===== src/rtl/data_stream_tx_pkg.sv =====
// Shared stream framing constants and tx state encoding, reused by stream receivers.
// Pure definitions: no latency, no backpressure.
package data_stream_tx_pkg;

  localparam int FRAME_SIZE = 4;
  localparam int BYTE_W     = 8;
  localparam int WORD_W     = 32;
  localparam int BEAT_W     = $clog2(FRAME_SIZE);

  typedef enum logic {
    IDLE = 1'b0,
    SEND = 1'b1
  } tx_state_e;

endpackage


===== src/rtl/axi_if.sv =====
// Byte-wide stream link: master drives tvalid/tdata/tid/tlast, slave drives tready.
// Wires only: no latency; tready is the sole backpressure signal.
interface axi_if;

  logic                                  tvalid;
  logic [data_stream_tx_pkg::BYTE_W-1:0] tdata;
  logic [data_stream_tx_pkg::BYTE_W-1:0] tid;
  logic                                  tlast;
  logic                                  tready;

  modport master (output tvalid, tdata, tid, tlast, input tready);
  modport slave  (input tvalid, tdata, tid, tlast, output tready);

endinterface


===== src/rtl/tx_fifo.sv =====
// Generic power-of-two FIFO; one-cycle write-to-read latency, head word shown combinationally.
// Backpressure: pushes are dropped while full and pops ignored while empty; callers gate on the flags.
module tx_fifo #(
  parameter int DEPTH = 4,
  parameter int WIDTH = 32
) (
  input  logic             clk,
  input  logic             rst_n,
  input  logic             push,
  input  logic [WIDTH-1:0] push_data,
  input  logic             pop,
  output logic [WIDTH-1:0] pop_data,
  output logic             full,
  output logic             empty
);

  localparam int AW = $clog2(DEPTH);

  logic [WIDTH-1:0] mem [DEPTH];
  logic [AW:0]      wr_ptr;
  logic [AW:0]      rd_ptr;
  logic             do_push;
  logic             do_pop;

  // Extra pointer MSB distinguishes full from empty when the addresses match.
  assign full     = (wr_ptr[AW] != rd_ptr[AW]) && (wr_ptr[AW-1:0] == rd_ptr[AW-1:0]);
  assign empty    = (wr_ptr == rd_ptr);
  assign do_push  = push && !full;
  assign do_pop   = pop && !empty;
  assign pop_data = mem[rd_ptr[AW-1:0]];

  always_ff @(posedge clk or negedge rst_n) begin
    if (!rst_n) begin
      wr_ptr <= '0;
      rd_ptr <= '0;
    end else begin
      if (do_push) wr_ptr <= wr_ptr + {{AW{1'b0}}, 1'b1};
      if (do_pop)  rd_ptr <= rd_ptr + {{AW{1'b0}}, 1'b1};
    end
  end

  always_ff @(posedge clk) begin
    if (do_push) mem[wr_ptr[AW-1:0]] <= push_data;
  end

endmodule


===== src/rtl/data_stream_tx.sv =====
// Buffers 32-bit words and serialises each as a 4-beat MSB-first stream frame; tvalid one cycle after a word lands in an idle, empty FIFO.
// Backpressure: tready stalls the serialiser with beats held stable; tx_ready drops when the FIFO is full.
module data_stream_tx
  import data_stream_tx_pkg::*;
#(
  parameter logic [BYTE_W-1:0] DEST_ID    = 8'h7A,
  parameter int                FIFO_DEPTH = 4
) (
  input  logic              clk,
  input  logic              rst_n,
  input  logic [WORD_W-1:0] tx_data,
  input  logic              tx_valid,
  output logic              tx_ready,
  output logic              busy,
  output logic [15:0]       frame_cnt,
  axi_if.master             axi
);

  localparam logic [BEAT_W-1:0] LAST_BEAT = BEAT_W'(FRAME_SIZE - 1);

  tx_state_e         state;
  logic [WORD_W-1:0] shift_q;
  logic [BEAT_W-1:0] beat_cnt;
  logic              tvalid_q;
  logic              beat_done;
  logic              last_beat;
  logic              fifo_pop;
  logic              fifo_full;
  logic              fifo_empty;
  logic [WORD_W-1:0] fifo_head;

  assign beat_done = tvalid_q && axi.tready;
  assign last_beat = (beat_cnt == LAST_BEAT);
  // Refill at the last beat keeps frames back-to-back with no tvalid bubble.
  assign fifo_pop  = !fifo_empty && ((state == IDLE) || (beat_done && last_beat));

  tx_fifo #(
    .DEPTH (FIFO_DEPTH),
    .WIDTH (WORD_W)
  ) u_fifo (
    .clk       (clk),
    .rst_n     (rst_n),
    .push      (tx_valid),
    .push_data (tx_data),
    .pop       (fifo_pop),
    .pop_data  (fifo_head),
    .full      (fifo_full),
    .empty     (fifo_empty)
  );

  always_ff @(posedge clk or negedge rst_n) begin
    if (!rst_n) begin
      state     <= IDLE;
      shift_q   <= '0;
      beat_cnt  <= '0;
      tvalid_q  <= 1'b0;
      frame_cnt <= '0;
    end else begin
      case (state)
        IDLE: begin
          if (fifo_pop) begin
            shift_q  <= fifo_head;
            beat_cnt <= '0;
            tvalid_q <= 1'b1;
            state    <= SEND;
          end
        end
        SEND: begin
          if (beat_done) begin
            if (!last_beat) begin
              shift_q  <= {shift_q[WORD_W-BYTE_W-1:0], BYTE_W'(0)};
              beat_cnt <= beat_cnt + BEAT_W'(1);
            end else begin
              frame_cnt <= frame_cnt + 16'd1;
              beat_cnt  <= '0;
              if (fifo_pop) begin
                shift_q <= fifo_head;
              end else begin
                tvalid_q <= 1'b0;
                state    <= IDLE;
              end
            end
          end
        end
        default: state <= IDLE;
      endcase
    end
  end

  assign tx_ready   = !fifo_full;
  assign busy       = (state != IDLE) || !fifo_empty;
  assign axi.tvalid = tvalid_q;
  assign axi.tdata  = shift_q[WORD_W-1 -: BYTE_W];
  assign axi.tid    = DEST_ID;
  assign axi.tlast  = tvalid_q && last_beat;

endmodule


===== src/flat_wrapper.sv =====
// flat-port wrapper written by rule: the top's interface ports become plain ports
module data_stream_tx_flat import data_stream_tx_pkg::*;
#(
  parameter logic [BYTE_W-1:0] DEST_ID    = 8'h7A,
  parameter int                FIFO_DEPTH = 4
)
  (clk, rst_n, tx_data, tx_valid, tx_ready, busy, frame_cnt, axi_tvalid, axi_tdata, axi_tid, axi_tlast, axi_tready);
  axi_if axi_i ();
  input  logic clk;
  input  logic rst_n;
  input  logic [WORD_W-1:0] tx_data;
  input  logic tx_valid;
  output logic tx_ready;
  output logic busy;
  output logic [15:0] frame_cnt;
  output wire logic [$bits(axi_i.tvalid)-1:0] axi_tvalid;
  output wire logic [$bits(axi_i.tdata)-1:0] axi_tdata;
  output wire logic [$bits(axi_i.tid)-1:0] axi_tid;
  output wire logic [$bits(axi_i.tlast)-1:0] axi_tlast;
  input wire logic [$bits(axi_i.tready)-1:0] axi_tready;
  assign axi_tvalid = axi_i.tvalid;
  assign axi_tdata = axi_i.tdata;
  assign axi_tid = axi_i.tid;
  assign axi_tlast = axi_i.tlast;
  assign axi_i.tready = axi_tready;
  data_stream_tx #(.DEST_ID(DEST_ID), .FIFO_DEPTH(FIFO_DEPTH)) u_core (.clk(clk), .rst_n(rst_n), .tx_data(tx_data), .tx_valid(tx_valid), .tx_ready(tx_ready), .busy(busy), .frame_cnt(frame_cnt), .axi(axi_i));
endmodule

===== config.mk =====
export PLATFORM = sky130hd
export DESIGN_NAME = data_stream_tx_flat
export DESIGN_NICKNAME = d
export VERILOG_FILES = /design/src/rtl/data_stream_tx_pkg.sv /design/src/rtl/axi_if.sv /design/src/rtl/tx_fifo.sv /design/src/rtl/data_stream_tx.sv /design/src/flat_wrapper.sv
export SDC_FILE = /design/constraint.sdc
export NUM_CORES = 1
export LEC_CHECK = 0
export CAP_MARGIN = 20
export CORE_ASPECT_RATIO = 1.2
export CORE_MARGIN = 2
export CORE_UTILIZATION = 57
export DETAILED_ROUTE_END_ITERATION = 7
export GPL_ROUTABILITY_DRIVEN = 1
export GPL_TIMING_DRIVEN = 0
export PLACE_DENSITY = 0.89
export SLEW_MARGIN = 25
export SYNTH_ARGS = -nofsm -noshare
export SYNTH_HDL_FRONTEND = slang
export SYNTH_HIERARCHICAL = 1
export SYNTH_SLANG_ARGS = --single-unit

===== constraint.sdc =====
create_clock -name clk -period 3.6 [get_ports clk]
set_clock_uncertainty 0.15 [all_clocks]
set_input_delay 0.72 -clock clk [delete_from_list [all_inputs] [get_ports clk]]
set_output_delay 0.72 -clock clk [all_outputs]
set_load 0.03 [all_outputs]

==> results.md <==
* Status: finished clean
* Synth warn at 6
* Largest net degree at the start of global routing at 39
* Number of post-CTS setup repair buffers at 0
* Routability congestion estimate from global placement at 0.8437
* Final core utilization at 70.97%
* EDFF count, synth at 128
* CTS tree: built
* Slew headroom at 53.86%
* Synthesis-to-finish area growth at 21.33%
* Grt total ovfl at 0
* CP arrival at 2.63 ns
* CTS root buf: clkbuf_16
* Final std cells w/o fill at 711
* ANT nets after route at 0
* Placed cells at 679
* Fmax at 285.9 MHz
* P per Cell Area at 721.1 nW/um2
* Routed wire per std cell at 22.00 um
* Max Cap Violations at 0
* Lkg Pwr at 0.003370 uW
* Fin Setup TNS at 0 ns
* Critical path class: flop to primary output
* Pre-antenna DRT Iters at 5
* Die ar. at 13990 um2
* CP Max Fanout at 8
* Sequential share of the synthesized area at 71.14%
* First-pass GRT wire length at 24.55 mm
* Cell variety after synth at 40
* Clk pin slew, worst setup/hold paths at 0.07 ns
* Core Area at 12720 um2
* Hold Crit Class: input pin to asynchronous set/reset pin
* Avg Synthesized Cell Area at 16.92 um2
* FFs w/ async S/R, synth at 31.18%
* Hold_buf cts at 0
* Post-cts sizing count at 1
* FILL cells at 783
* Io pins at 72
* Initial antenna violation count at 0
* Cts bufs inserted at 17
* Period utilization at 97.15%
* Worst hold slack at 0.03375 ns
* Horizontal die dimension at 108.3 um
* Worst VDD drop at 313.6 uV
* DRC viols at 0
* Initial drt markers at 537
* #FFs+latches synth at 186
* Antenna diodes at 0
* Synth Cell Area at 7443 um2
* H-tree Lvls at 4
* # setup viols final at 0
* Vias in the first global route at 4504
* Chip Height at 129.2 um
* CP Launch Type: flop
* # rows at 45
* RSZ-0062 raised after global routing: no
* Clk sinks at 186
* Setup ws final at 0.1024 ns
* Routed vias at 4378
* Initial Utilization at 58.50%
* Critical path data required time at 2.73 ns
* GRT Util Overall at 24.02%
* Final worst path period need at 3.498 ns
* Nets at 577
* Worst-Skew Late Latency at 0.42 ns
* DRT Wirelength at 15.64 mm
* CTS Buffer Depth at 2
* Final Max Tran Viols at 0
* I/O Buffers at 63
* Final-report hold violation count at 0
* Vias per cell at 6.158
* Post-Syn Instances at 440
* Worst-margin pin slew at 0.6897 ns
* Layout cell share with drive strength beyond 1 at 20.84%
* Worst slack at placement at 0.2362 ns
* Top FF cell, synth: edfxtp_1
* Worst Setup End Kind: primary output
* Estimated wirelength of the detail-placed design at 9.842 mm
routing by layer:
layer / track usage (%) / vias to the layer above / wire [um]
met5: 0 / - / 0
met4: 10.86 / 0 / 546
met3: 4.930 / 55 / 1159
met2: 40.33 / 253 / 8197
met1: 30.51 / 2227 / 5738
li1: - / 1843 / -
layout make-up:
class | count | area [um2] | share of cell area, %
timing repair buffer | 69 | 778.2 | 8.617
inverter | 9 | 33.78 | 0.3741
buffer | 33 | 239.0 | 2.646
clock buffer | 17 | 425.4 | 4.710
tap | 164 | 205.2 | 2.272
clock inverter | 15 | 126.4 | 1.399
multi-input combinational | 218 | 1928 | 21.35
sequential | 186 | 5295 | 58.63
metrics by stage:
step | instance area [um2] | total power (uW)
2_1_floorplan | 7466 | 4084
3_3_place_gp | 8302 | 4539
3_5_place_dp | 8468 | 4736
4_1_cts | 9025 | 6512
5_1_grt | 9031 | 6764
6_report | 9031 | 6512
cells in the mapped netlist (2+ instances only):
cell type	number	area [um2]
buf_2	5	25.02
conb_1	2	7.510
edfxtp_1	128	3844
buf_4	21	157.7
nand4_1	4	25.02
nor2_1	51	191.4
and4_1	2	17.52
buf_6	4	45.04
o31ai_1	5	37.54
a21oi_1	5	25.02
clkbuf_1	3	11.26
nor2b_1	2	12.51
and3_1	4	25.02
nor3_1	3	15.01
a211oi_1	2	15.01
nand3_1	7	35.03
nand2b_1	3	18.77
xnor2_1	17	148.9
dfrtp_1	58	1451
o22ai_1	24	150.1
xor2_1	6	52.55
a22o_1	11	96.34
a21o_1	2	15.01
inv_1	8	30.03
mux2_2	2	22.52
ha_1	7	87.58
mux4_2	32	720.7
nand2_1	10	37.54
worst max-delay path, cell delays in order, from the launching register on:
cell and delay (ns):
dfrtp_1 0.40, buf_6 0.16, xor2_1 0.57, nor3_4 0.16, nor2b_1 0.20, inv_1 0.06, clkdlybuf4s50_1 0.66
cell usage in the layout, fill, tap and decap left out, types with 4 or more instances in the layout:
master	count
clkbuf_16	17
nand2_1	10
a21oi_1	5
dfrtp_1	58
clkinvlp_4	4
xnor2_1	17
buf_6	4
o31ai_1	5
buf_16	4
nor2_1	51
nand4_1	4
buf_2	5
conb_1	8
inv_1	8
xor2_1	6
clkdlybuf4s50_1	62
a22o_1	11
mux4_2	32
edfxtp_1	128
nand3_1	7
ha_1	7
o22ai_1	24
buf_4	22
path summary, 6_finish.rpt:
kind	startpoint	endpoint	slack [ns]	cells after the start
max in group asynchronous	rst_n	u_core/shift_q[25]	2.77	2
worst min-delay path	rst_n	u_core/shift_q[4]	0.03	1
worst max register to register	u_core/u_fifo/rd_ptr[0]	u_core/u_fifo/rd_ptr[1]	1.10	8
worst min register to register	u_core/frame_cnt[15]	u_core/frame_cnt[15]	0.32	1
min in group clk	u_core/frame_cnt[15]	u_core/frame_cnt[15]	0.32	1
worst max-delay path	u_core/u_fifo/rd_ptr[0]	busy	0.10	6
cell families after synthesis:
logic type | Yosys count | share of synthesized area (%)
compound gates | 52 | 5.026
other cells | 2 | 0.1009
flops | 186 | 71.14
xor+xnor | 24 | 2.925
mux | 34 | 9.985
simple gates | 93 | 5.984
fa+ha+maj | 7 | 1.177
buf+inv | 42 | 3.664
power breakdown:
part	internal, uW	switching (uW)	leakage (uW)	total [uW]
registers	2810	270	0.00189	3080
clock network	950	783	0.000260	1730
logic	777	926	0.00122	1700
total	4530	1980	0.00337	6510
state kept, by name, summed over array words and instances (netlist names):
| signal | cells |
|---|---|
| u_core/axi.tvalid | 1 |
| u_core/beat_cnt | 2 |
| u_core/frame_cnt | 16 |
| u_core/shift_q | 32 |
| u_core/state | 1 |
| u_core/u_fifo/mem | 128 |
| u_core/u_fifo/rd_ptr | 3 |
| u_core/u_fifo/wr_ptr | 3 |
Power figures use the tool's default switching activity.
==> variant 1: new RTL, same settings <==
The package constant `WORD_W` goes from 32 to 40.
--- a/src/rtl/data_stream_tx_pkg.sv
+++ b/src/rtl/data_stream_tx_pkg.sv
@@ -6,3 +6,3 @@
   localparam int BYTE_W     = 8;
-  localparam int WORD_W     = 32;
+  localparam int WORD_W     = 40;
   localparam int BEAT_W     = $clog2(FRAME_SIZE);
Interface: changed (resized tx_data); port bits go from 72 to 80. No check against the original RTL was run, so the function may have changed too.
==> variant 1 against the unedited design <==
- final area is 20% higher
- final cell count is 20% higher
- synthesized area is 21% higher
- setup slack better by 0.060 ns
- wire length is 24% higher
- utilization is 0.95 points lower
- total power is 22% higher
- sequential cell count is 40 higher
- largest cell class unchanged
==> variant 1: results (changes against the unedited design) <==
Min path
  • Hold Path Class: register to register

Detailed routing
  • DR iter-0 viols: 511 (-4.8%)
  • First-pass DRT Iterations: 7 (+2)
  • Final WL: 19370 microns (+24%)
  • Via-per-instance ratio: 5.998 (-2.6%)

Layout
  • CLK BUF: 33 (+16)
  • Largest register FFs: 160 (+25%)
  • Seq/total area: 59.43% (+0.80 points)
  • Inverter count: 8 (-1)
  • Share of layout cells above drive strength 1: 20.40% (-0.44 points)
  • Non-Clock Buffer Count: 115 (+13%)
  • Non-clock buffers, area share: 10.37% (-0.90 points)
  • Seq cells: 226 (+22%)
  • Final std cells w/o fill: 855 (+20%)
  • Final design utilization: 70.02% (-0.95 points)
  • Fraction of area in multi-input gates: 21.17% (-0.18 points)
  • Clk tree area frac: 6.369% (+0.26 points)
  • Multi-input comb cells: 258 (+18%)

Yosys
  • Post-synth cell types: 44 (+10%)
  • FFs w/ async S/R, synth: 29.20% (-2.0 points)
  • Most frequent cells after synthesis: 160 x edfxtp_1, 66 x dfrtp_1, 66 x nor2_1, 40 x mux4_2, 32 x o22ai_1
  • Seq/Total Area, Yosys: 71.78% (+0.64 points)
  • Mapped Cells: 523 (+19%)
  • Area contributors post-synth: edfxtp_1 53%, dfrtp_1 18%, mux4_2 10%, nor2_1 2.8%, o22ai_1 2.2%
  • Number of enable flip-flop cells after synthesis: 160 (+25%)

CTS
  • Num CTS Buffers: 22 (+5)
  • H-tree Lvls: 1 (-3)
  • Bufs on Longest Clock Path: 3 (+1)
  • Clock latency on the worst-skew pair: 0.50 ns (+0.08 ns)

Power
  • Clock Power Share: 27.7% (+1.1 points)
  • Power Dens Cells: 730.6 nW/um^2 (+1.3%)
  • Worst VDD drop: 0.0004985 V (+59%)
  • Combinational power share: 24.8% (-1.3 points)

GRT
  • GRT Resource Usage Total: 23.22% (-0.80 points)
  • Antenna violations before repair: 0 (unchanged)
  • Number of global-route vias before repair: 5331 (+18%)
  • First-pass GRT wire length: 29680 microns (+21%)

Place
  • Detailed Place HPWL: 12490 microns (+27%)
  • Gpl congestion: 0.8399 (-0.45%)
  • Inst Count DP: 814 (+20%)
  • Number of I/O port buffers: 71 (+13%)
  • Pre-CTS setup slack: 0.2947 ns (+0.05850 ns)
  • Area post-placement: 10150 sq um (+20%)

Floorplanning
  • Die ar.: 16810 sq um (+20%)

Worst setup path
  • CP max FO: 9 (+1)

Status
  • Outcome: completed

STA
  • Worst-Margin Slew: 0.6997 ns (+0.009999 ns)
variant 1: critical path: stages, from the launching register on:
cell and delay, ns:
dfrtp_1 0.35, buf_2 0.27, xor2_1 0.49, nor3_4 0.14
nand2b_1 0.14, clkdlybuf4s50_1 0.68
variant 1: worst paths after layout:
path | startpoint | slack, ns | end
max | u_core/u_fifo/rd_ptr[1]$_DFFE_PN0P_ | 0.16 | busy
min | u_core/frame_cnt[15]$_DFFE_PN0P_ | 0.35 | u_core/frame_cnt[15]$_DFFE_PN0P_
max reg2reg | u_core/u_fifo/rd_ptr[0]$_DFFE_PN0P_ | 0.83 | u_core/u_fifo/rd_ptr[1]$_DFFE_PN0P_
min reg2reg | u_core/frame_cnt[15]$_DFFE_PN0P_ | 0.35 | u_core/frame_cnt[15]$_DFFE_PN0P_
max in group asynchronous | rst_n | 2.32 | u_core/shift_q[13]$_DFFE_PN0P_
min in group asynchronous | rst_n | 0.45 | u_core/u_fifo/wr_ptr[1]$_DFFE_PN0P_
variant 1: cells by family (layout without fill, tap and decap cells):
group,count (synthesis),in the layout,share of synthesized area [%]
AO/OA/AOI/OAI,59,59,4.855
XOR/XNOR,24,24,2.587
adder cells (fa/ha/maj),7,7,0.9737
buffers and inverters,45,163,3.171
flip-flops,226,226,71.78
multiplexers,42,42,10.25
other,2,8,0.08349
AND/OR/NAND/NOR,118,118,6.301
variant 1: routing by layer:
layer / vias to the layer above / track usage, % / wire [microns]
li1: 2197 / - / -
met3: 62 / 3.577 / 1440
met5: - / 0 / 0
met4: 0 / 9.524 / 669
met1: 2576 / 27.17 / 6705
met2: 293 / 42.83 / 10550
variant 1: what timing repair did:
action,in CTS,in global routing
hold endpoints to repair,9,0
endpoints found under the setup margin,1,1
resized for setup,1,1
hold buffers,1,0
pin swaps,0,0
==> variant 2: new RTL, same settings <==
Without the edit above. Make the reset (`rst_n`) synchronous in 2 clocked blocks.
--- a/src/rtl/tx_fifo.sv
+++ b/src/rtl/tx_fifo.sv
@@ -31,3 +31,3 @@
 
-  always_ff @(posedge clk or negedge rst_n) begin
+  always_ff @(posedge clk) begin
     if (!rst_n) begin
--- a/src/rtl/data_stream_tx.sv
+++ b/src/rtl/data_stream_tx.sv
@@ -50,3 +50,3 @@
 
-  always_ff @(posedge clk or negedge rst_n) begin
+  always_ff @(posedge clk) begin
     if (!rst_n) begin
Function: differs if rst_n is asserted again (counterexample within 4 cycles, from zero or initial values and one cycle with rst_n low); with rst_n held inactive, the same outputs for 10 cycles.
==> variant 2 against the unedited design <==
- total power is 1.7% lower
- wire length decreased by 2.0%
- highest routed layer unchanged
- register-to-register slack worse by 0.02 ns
- utilization shrank 1.5 points
- final area is 0.48% higher
- via count grew 5.0%
- synthesized area increased by 1.3%
- maximum frequency increased by 7.4%
- setup slack improved by 0.24 ns
- critical path depth fell by 2
- sequential cell count increased by 2
- largest cell class unchanged
==> variant 2: results (changes against the unedited design) <==
GRT
  • First-pass GRT wire length: 23620 microns (-3.8%)
  • GRT Resource Usage Total: 22.60% (-1.4 points)
  • Largest net degree at the start of global routing: 22 (-44%)
  • Number of global-route vias before repair: 4565 (+1.4%)

Detailed routing
  • Via-per-instance ratio: 5.950 (-3.4%)
  • DR iter-0 viols: 343 (-36%)
  • First-pass DRT Iterations: 6 (+1)
  • Via count: 4599 (+5.0%)
  • Met3 WL: 850 microns (-27%)
  • WL/cell: 19.82 microns (-9.9%)
  • Met2 wire len: 8124 microns (-0.89%)
  • WL met1: 5882 microns (+2.5%)

STA
  • Relative slew slack: 56.41% (+2.5 points)

Min path
  • Hold Path Class: register to register

Layout
  • Final net count: 635 (+10%)
  • # fillers: 832 (+6.3%)
  • Share of layout cells above drive strength 1: 16.69% (-4.1 points)

Yosys
  • Most frequent cells after synthesis: 128 x edfxtp_1, 60 x dfxtp_1, 54 x nor2_1, 32 x mux4_2, 24 x o221ai_1
  • Mapped Cells: 500 (+14%)
  • Area contributors post-synth: edfxtp_1 51%, dfxtp_1 16%, mux4_2 9.6%, o221ai_1 2.8%, nor2_1 2.7%
  • Post-synth cell types: 51 (+28%)
  • FFs w/ async S/R, synth: 0% (-31 points)
  • Seq/Total Area, Yosys: 66.93% (-4.2 points)

Place
  • Area post-placement: 8522 sq um (+0.64%)
  • Detailed Place HPWL: 10340 microns (+5.0%)
  • Inst Count DP: 741 (+9.1%)
  • Gpl congestion: 0.8550 (+1.3%)

Power
  • Leak: 3.154 nW (-6.4%)
  • Worst VDD drop: 0.0003927 V (+25%)

CTS
  • Post-CTS sizing: 0 (-1)
  • Bufs on Longest Clock Path: 2 (unchanged)
  • Post CTS Setup Buffer Count: 0 (unchanged)
  • Worst-path clk slew: 0.06 ns

Worst setup path
  • FF-to-FF Start: u_core/u_fifo/wr_ptr[0]$_SDFFE_PN0P_
  • Critical path arrival: 2.39 ns (-0.24 ns)
  • CP max FO: 7 (-1)
  • Reg-to-reg slack, setup: 1.08 ns (-0.02 ns)
  • R2r endpoint: u_core/u_fifo/rd_ptr[2]$_SDFFE_PN0P_

Status
  • Outcome: completed
-- variant 2: how the worst max path moves through the flow --
stage                                           endpoint  cells past startpoint                                  from  slack [ns]
floorplan              u_core/u_fifo/mem[3][0]$_DFFE_PP_                      3  u_core/u_fifo/wr_ptr[0]$_SDFFE_PN0P_        0.74
global placement      u_core/u_fifo/mem[3][24]$_DFFE_PP_                      3                              tx_valid       -0.72
detailed placement  u_core/u_fifo/rd_ptr[2]$_SDFFE_PN0P_                      8                            axi_tready        0.58
CTS                                                 busy                      4  u_core/u_fifo/wr_ptr[0]$_SDFFE_PN0P_        0.16
global route                                        busy                      4  u_core/u_fifo/wr_ptr[0]$_SDFFE_PN0P_        0.13
finish                                              busy                      4  u_core/u_fifo/wr_ptr[0]$_SDFFE_PN0P_        0.34
-- variant 2: where the power goes --
group          internal (mW)  total, mW  switching, mW
clock                  0.982       1.71          0.733
combinational          0.760       1.80           1.04
sequential              2.70       2.88          0.185
-- variant 2: kinds of logic after synthesis --
kind of cell | after synthesis | synth area share, %
muxes | 38 | 10.36
and+or+nand+nor | 137 | 9.628
adders and majority gates | 7 | 1.162
xor gates and xnor gates | 15 | 1.743
other | 2 | 0.09964
DFF | 188 | 66.93
buffers and inverters | 52 | 3.768
AOI/OAI and AO/OA | 61 | 6.308
-- variant 2: through the flow --
stage	setup slack [ns]	hold WS [ns]	util (%)	setup TNS, ns
floorplan	0.7428	0.2973	-	0
global placement	-0.7247	0.3074	64.30	-23.06
detailed placement	0.5837	0.3370	65.23	0
CTS	0.1578	0.3456	69.42	0
global route	0.1302	0.3685	69.46	0
finish	0.3448	0.3479	69.46	0
-- variant 2: layer usage --
layer  up-vias  track usage [%]
met2       184            38.95
met4         0            10.26
li1       2072                -
met1      2312            27.60
met5         -                0
met3        31            4.346
-- variant 2: critical path: stages (launching register included) --
cell and delay (ns):
dfxtp_1 0.46, xor2_1 0.49, nor3_2 0.18, nand2b_1 0.15
clkdlybuf4s50_1 0.68
-- variant 2: cell type report --
| cell class | count | area [sq um] | share of cell area (%) |
|---|---|---|---|
| Inverter | 12 | 45.04 | 0.4963 |
| Timing Repair Buffer | 67 | 740.7 | 8.162 |
| Multi-Input combinational cell | 266 | 2247 | 24.76 |
| Clock buffer | 27 | 514.2 | 5.667 |
| Clock inverter | 5 | 33.78 | 0.3723 |
| Buffer | 40 | 239.0 | 2.633 |
| Tap cell | 168 | 210.2 | 2.316 |
| Sequential cell | 188 | 5045 | 55.59 |
